$ cat src/rtl/imm_gen_if.sv
// Bus for the RV64I immediate generator: instruction word in, combinational
// immediate/format/illegal out, plus the registered copies for the execute stage.
interface imm_gen_if;
   logic [31:0] in_t;
   logic        in_valid;
   logic [63:0] out_t;
   logic [2:0]  fmt;
   logic        illegal;
   logic [63:0] imm_q;
   logic [2:0]  fmt_q;
   logic        illegal_q;
   logic        valid_q;

   modport master (
      output in_t, in_valid,
      input  out_t, fmt, illegal, imm_q, fmt_q, illegal_q, valid_q
   );

   modport slave (
      input  in_t, in_valid,
      output out_t, fmt, illegal, imm_q, fmt_q, illegal_q, valid_q
   );
endinterface

$ cat src/rtl/imm_gen.sv
// RV64I immediate generator: decodes the opcode, extracts and sign-extends the
// I/S/B/U/J immediate, and registers it once. Optional macro: IMM_SHAMT_EN.
module imm_gen (
   input  logic      clk,
   input  logic      reset,
   imm_gen_if.slave  bus
);

   typedef enum logic [2:0] {
      FMT_R = 3'd0,
      FMT_I = 3'd1,
      FMT_S = 3'd2,
      FMT_B = 3'd3,
      FMT_U = 3'd4,
      FMT_J = 3'd5,
      FMT_X = 3'd7
   } fmt_t;

   function automatic logic signed [63:0] sext12(input logic [11:0] f);
      return {{52{f[11]}}, f};
   endfunction

   function automatic logic signed [63:0] sext13(input logic [12:0] f);
      return {{51{f[12]}}, f};
   endfunction

   function automatic logic signed [63:0] sext21(input logic [20:0] f);
      return {{43{f[20]}}, f};
   endfunction

   function automatic logic signed [63:0] sext32(input logic [31:0] f);
      return {{32{f[31]}}, f};
   endfunction

   logic [31:0]        ins;
   logic [6:0]         opcode;
   logic signed [63:0] imm_i;
   logic signed [63:0] imm_s;
   logic signed [63:0] imm_b;
   logic signed [63:0] imm_u;
   logic signed [63:0] imm_j;
   logic signed [63:0] imm;
   fmt_t               fmt_code;
   logic               bad_op;

   assign ins    = bus.in_t;
   assign opcode = ins[6:0];

   assign imm_i = sext12(ins[31:20]);
   assign imm_s = sext12({ins[31:25], ins[11:7]});
   assign imm_b = sext13({ins[31], ins[7], ins[30:25], ins[11:8], 1'b0});
   assign imm_u = sext32({ins[31:12], 12'b0});
   assign imm_j = sext21({ins[31], ins[19:12], ins[20], ins[30:21], 1'b0});

   // Unknown opcodes still produce the I-format extraction so the datapath sees a defined value.
   always_comb begin
      imm      = imm_i;
      fmt_code = FMT_X;
      bad_op   = 1'b1;
      unique case (opcode)
         7'b0000011, 7'b1100111, 7'b1110011: begin
            fmt_code = FMT_I;
            bad_op   = 1'b0;
         end
         7'b0010011: begin
            fmt_code = FMT_I;
            bad_op   = 1'b0;
`ifdef IMM_SHAMT_EN
            if (ins[14:12] == 3'b001 || ins[14:12] == 3'b101)
               imm = {58'b0, ins[25:20]};
`endif
         end
         7'b0011011: begin
            fmt_code = FMT_I;
            bad_op   = 1'b0;
`ifdef IMM_SHAMT_EN
            if (ins[14:12] == 3'b001 || ins[14:12] == 3'b101)
               imm = {59'b0, ins[24:20]};
`endif
         end
         7'b0100011: begin
            imm      = imm_s;
            fmt_code = FMT_S;
            bad_op   = 1'b0;
         end
         7'b1100011: begin
            imm      = imm_b;
            fmt_code = FMT_B;
            bad_op   = 1'b0;
         end
         7'b0110111, 7'b0010111: begin
            imm      = imm_u;
            fmt_code = FMT_U;
            bad_op   = 1'b0;
         end
         7'b1101111: begin
            imm      = imm_j;
            fmt_code = FMT_J;
            bad_op   = 1'b0;
         end
         7'b0110011, 7'b0111011: begin
            imm      = '0;
            fmt_code = FMT_R;
            bad_op   = 1'b0;
         end
         default: ;
      endcase
   end

   assign bus.out_t   = imm;
   assign bus.fmt     = fmt_code;
   assign bus.illegal = bad_op;

   // Output register stage feeding execute; reset wins over a simultaneous capture.
   always_ff @(posedge clk) begin
      if (reset) begin
         bus.imm_q     <= '0;
         bus.fmt_q     <= '0;
         bus.illegal_q <= 1'b0;
         bus.valid_q   <= 1'b0;
      end else begin
         bus.valid_q <= bus.in_valid;
         if (bus.in_valid) begin
            bus.imm_q     <= imm;
            bus.fmt_q     <= fmt_code;
            bus.illegal_q <= bad_op;
         end
      end
   end

endmodule

$ cat src/flat_wrapper.sv
// flat-port wrapper written by rule: the top's interface ports become plain ports
module imm_gen_flat 
  (clk, reset, bus_in_t, bus_in_valid, bus_out_t, bus_fmt, bus_illegal, bus_imm_q, bus_fmt_q, bus_illegal_q, bus_valid_q);
  imm_gen_if bus_i ();
  input  logic clk;
  input  logic reset;
  input wire logic [$bits(bus_i.in_t)-1:0] bus_in_t;
  input wire logic [$bits(bus_i.in_valid)-1:0] bus_in_valid;
  output wire logic [$bits(bus_i.out_t)-1:0] bus_out_t;
  output wire logic [$bits(bus_i.fmt)-1:0] bus_fmt;
  output wire logic [$bits(bus_i.illegal)-1:0] bus_illegal;
  output wire logic [$bits(bus_i.imm_q)-1:0] bus_imm_q;
  output wire logic [$bits(bus_i.fmt_q)-1:0] bus_fmt_q;
  output wire logic [$bits(bus_i.illegal_q)-1:0] bus_illegal_q;
  output wire logic [$bits(bus_i.valid_q)-1:0] bus_valid_q;
  assign bus_i.in_t = bus_in_t;
  assign bus_i.in_valid = bus_in_valid;
  assign bus_out_t = bus_i.out_t;
  assign bus_fmt = bus_i.fmt;
  assign bus_illegal = bus_i.illegal;
  assign bus_imm_q = bus_i.imm_q;
  assign bus_fmt_q = bus_i.fmt_q;
  assign bus_illegal_q = bus_i.illegal_q;
  assign bus_valid_q = bus_i.valid_q;
  imm_gen u_core (.clk(clk), .reset(reset), .bus(bus_i));
endmodule
$ cat config.mk
export PLATFORM = sky130hd
export DESIGN_NAME = imm_gen_flat
export DESIGN_NICKNAME = d
export VERILOG_FILES = /design/src/rtl/imm_gen_if.sv /design/src/rtl/imm_gen.sv /design/src/flat_wrapper.sv
export SDC_FILE = /design/constraint.sdc
export NUM_CORES = 1
export LEC_CHECK = 0
export CAP_MARGIN = 20
export CORE_MARGIN = 3
export CORE_UTILIZATION = 30
export CTS_CLUSTER_DIAMETER = 30
export CTS_CLUSTER_SIZE = 10
export DETAILED_ROUTE_END_ITERATION = 10
export GPL_TIMING_DRIVEN = 0
export PLACE_DENSITY = 0.77
export SLEW_MARGIN = 10
export SYNTH_ARGS = -nofsm -noshare
export SYNTH_HDL_FRONTEND = slang
export SYNTH_SLANG_ARGS = --single-unit
$ cat constraint.sdc
create_clock -name clk -period 3.5 [get_ports clk]
set_input_delay 0.7 -clock clk [delete_from_list [all_inputs] [get_ports clk]]
set_output_delay 0.7 -clock clk [all_outputs]
set_load 0.01 [all_outputs]
## Yosys cells after proc, flatten, opt, wreduce, memory -nomap -nowiden

Cells that the tools add are included.

| word-level totals | value |
|---|---|
| register bits after elaboration | 69 |
| input port bits | 35 |
| output and inout bits | 137 |

| operators by class | value |
|---|---|
| eq/ne operators | 12 |
| multiplexer cells | 3 |
| reduce and logical (&&, ||, !) cells | 4 |

Operators by type and width:

| operator | number |
|---|---|
| $pmux W64 S5 | 1 |
| $eq A7 B6 Y1 const B | 4 |
| $eq A7 B7 Y1 const B | 4 |
| $eq A7 B5 Y1 const B | 3 |
| $pmux W3 S6 | 1 |
| $reduce_or A12 Y1 | 1 |
| $eq A7 B2 Y1 const B | 1 |
| $reduce_or A5 Y1 | 1 |
| $reduce_or A2 Y1 | 2 |
| $mux W1 | 1 |

## Longest topological paths before layout

| depth | value |
|---|---|
| depth after elaboration | 3 |
| gate-level depth with buffers | 5 |
| mapped depth without buffers | 4 |

## Worst setup path before layout

OpenSTA, ideal clock, no wires.

| path | value |
|---|---|
| kind | input port to output port |
| from | in bus_in_t[4] |
| to | out bus_out_t[11] |
| arrival | 2.727 ns |
| setup slack | 0.073 ns |
| cell stages on the path | 4 |
| cells stage by stage | and4b_4 > a21oi_1 > nand3b_1 > nand2_1 |

| between the ends | value |
|---|---|
| word-level cells in the longest chain between the ends | 3 |
| elaborated cells between the ends (all ways) | 10 |

RTL lines:

| what | line | text |
|---|---|---|
| start: declaration | flat_wrapper.sv:7 | `input wire logic [$bits(bus_i.in_t)-1:0] bus_in_t;` |
| $eq A7 B6 Y1 or $eq A7 B5 Y1 (tied branches) | imm_gen.sv:60 | `unique case (opcode)` |
| $reduce_or A2 Y1 | imm_gen.sv:60 |  |
| $pmux W64 S5 (*) | imm_gen.sv:60 |  |
| end: declaration | flat_wrapper.sv:9 | `output wire logic [$bits(bus_i.out_t)-1:0] bus_out_t;` |

Every way passes the cells marked *; elsewhere a longest branch is shown, timed or not.

## Worst setup path after layout

| path | value |
|---|---|
| from | in bus_in_t[1] |
| to | out bus_out_t[22] |

The elaborated chain is that of the path after synthesis.

==> flow_summary.ini <==
[global_routing]
met3_usage_pct = 3.78
grt_overflow = 0
grt.busiest_layer = met2
grt_use_total_pct = 17.6
grt_start_max_net_pins = 35
grt_pass1_wl_um = 12100
grtUsageMet1_pct = 20.4
grt_pass1_vias = 2340
antenna_found_initial = 0
met2_usage_pct = 32.3

[worst_setup_path]
cp_slowest_stage_delay_ns = 0.53
startpoint_type = input pin
cpMaxStageDelayCell = clkdlybuf4s50_1
cp_cell_sequence = clkdlybuf4s50_1, and4b_4, and3b_1, buf_4, a21oi_1, inv_1, clkdlybuf4s50_1
end_kind = output port
worstPathRequired_ns = 2.80
cp_common_cell = clkdlybuf4s50_1
critPathMaxFanout = 10
arrival_ns = 2.68
critPathKind = in -> out

[synth]
synth_ff_type = dfxtp_1
yosysUniqueCellTypes = 37
yosysSeqAreaShare_pct = 32.4
synth_area_leaders = dfxtp_1 (32%), buf_4 (22%), a311oi_1 (5.7%)
postSynthAreaPerCell_um2 = 7.78
synth_edf_count = 0
synth.largest_area_cell = dfxtp_1
synth_area_um2 = 2290
synth.most_common_cell = buf_4
synth_warnings = 0
netlist_top_cells_count = buf_4 (66), dfxtp_1 (37), nand2_1 (31), nor2_1 (31), a21oi_1 (20)
synth_cells = 294
yosys.area.top_type_share_pct = 32.4
synth_nets = 329
ys_ff_latch = 37
async_flop_share_pct = 0

[sta]
worstMarginPinSlew_ns = 0.571
hold_slack_ns = 0.472
period_minus_slack_ns = 3.38
hold_viol_final = 0
rsz0062_at_grt = no
relSlewSlack_pct = 61.9
finalCritPeriodShare_pct = 96.6
skew_ns = 0
max_clock_freq_mhz = 296
worst_slack_ns = 0.117
setup_viol_count_final = 0
maxSlewViolCount = 0

[floorplan]
io-pin-count = 172
core_um2 = 7330
dieHeight_um = 93.3
row_count = 31
die_w_um = 93.3
dieArea_um2 = 8710
initial_core_util_pct = 31.2

[hold_path]
hold_path.class = reg -> reg

[routing]
wl_per_cell_um = 14.3
drt-initial-drc-count = 68
vias = 2613
drc_errors = 0
wl_um = 8220
firstDrtPassIters = 4
route.antenna.remaining_nets = 0
avgViaCountPerCell = 4.55

[place]
pre_cts_ws_ns = -0.350
place_hpwl_um = 6280
io_buffers = 169
place_congestion = 0.859

[clocking]
cts.sinks = 37
clock_path_buffers = 2
clk_pin_slew_ns = 0.07
cts_root_buf = clkbuf_8
cts_made_buffers = 5
clk_latency_ns = 0.29
cts_tree = yes
htreeDepth = 2

[finish]
area_growth_pct = 90.0
drive_above_1_share_pct = 19.8
diodes = 0
nNetsFinal = 509

[pwr]
p_leak_nw = 1.82
power_per_cell_area_nw_per_um2 = 320
ir_worst_vdd_uv = 180

[flow_run]
drv_cap = 0

[status]
outcome = finished, final reports clean
[flip-flops by register name, indices dropped and copies added (netlist names)]
name                  count
u_core.bus.imm_q         32
u_core.bus.fmt_q          3
u_core.bus.illegal_q      1
u_core.bus.valid_q        1
[cells by family after synthesis]
| group | synth area share (%) |
|---|---|
| buf+inv | 26.8 |
| compound gates | 18.1 |
| mux | 0.437 |
| flops | 32.4 |
| simple gates | 22.3 |
[layout make-up]
cell class	count	area (um^2)
buffer	81	568
sequential	37	741
timing repair buffer	172	1740
fill	648	2980
inverter	14	52.6
clock inverter	3	65.1
multi-input combinational	163	992
tap	99	124
clock buffer	5	68.8
[worst max-delay path: cells and delay by family]
kind | cells | cell delay [ns]
buffers and inverters | 4 | 1.30
and+or+nand+nor | 2 | 0.58
AOI/OAI and AO/OA | 1 | 0.09
[final timing paths]
path | endpoint | from | cells after the start | slack (ns)
max | bus_out_t[22] | bus_in_t[1] | 7 | 0.12
max reg2reg | u_core.bus.imm_q[62]$_SDFFE_PP0P_ | u_core.bus.imm_q[62]$_SDFFE_PP0P_ | 2 | 2.52
min reg2reg | u_core.bus.imm_q[5]$_SDFFE_PP0P_ | u_core.bus.imm_q[5]$_SDFFE_PP0P_ | 2 | 0.47
min | u_core.bus.imm_q[5]$_SDFFE_PP0P_ | u_core.bus.imm_q[5]$_SDFFE_PP0P_ | 2 | 0.47
[per-stage QoR]
| step | TNS (ns) | total power [W] | area (um^2) | cells | utilization, % |
|---|---|---|---|---|---|
| floorplan | 0 | 0.000681 | 2290 | 294 | - |
| detailed placement | -8.71 | 0.000947 | 4120 | 562 | 56.1 |
| global placement | -48.14 | 0.000942 | 4100 | 562 | 56.0 |
| finish | 0 | 0.00139 | 4350 | 574 | 59.3 |
| CTS | 0 | 0.00140 | 4300 | 572 | 58.7 |
| global route | 0 | 0.00145 | 4350 | 574 | 59.3 |
[cells in the final DEF (no fill, tap or decap), drive strengths merged, types with 2 or more instances in the layout]
cell             n
clkdlybuf4s50  165
buf             72
dfxtp           37
nand2           32
nor2            31
a21oi           22
clkbuf          17
a311oi          15
inv             14
a211oi          14
nand3           12
nand2b           7
and2             7
dlymetal6s2s     3
nand4b           2
nand3b           2
bufinv           2
and4b            2
o21ai            2
and3b            2
nor2b            2
[where the power goes]
part	total [W]	internal (W)	switching, W	leakage (nW)
Sequential	0.000468	0.000450	0.0000178	0.307
Clock	0.000445	0.000283	0.000162	0.0681
Combinational	0.000477	0.000283	0.000194	1.44
[per-layer routing]
| layer | routed length [um] | part of all wire [%] |
|---|---|---|
| met1 | 3220 | 39 |
| met5 | 0 | 0 |
| met4 | 118 | 1.4 |
| met3 | 577 | 7.0 |
| met2 | 4310 | 52 |
[timing repair]
| item | CTS | global route |
|---|---|---|
| gates cloned | 1 | 0 |
| buffers inserted | 1 | 1 |
| gates resized for setup | 5 | 9 |
| pin swaps | 2 | 1 |
| hold buffers | 0 | 0 |
| endpoints found under the setup margin | 46 | 42 |
(Power assumes the default switching activity.)
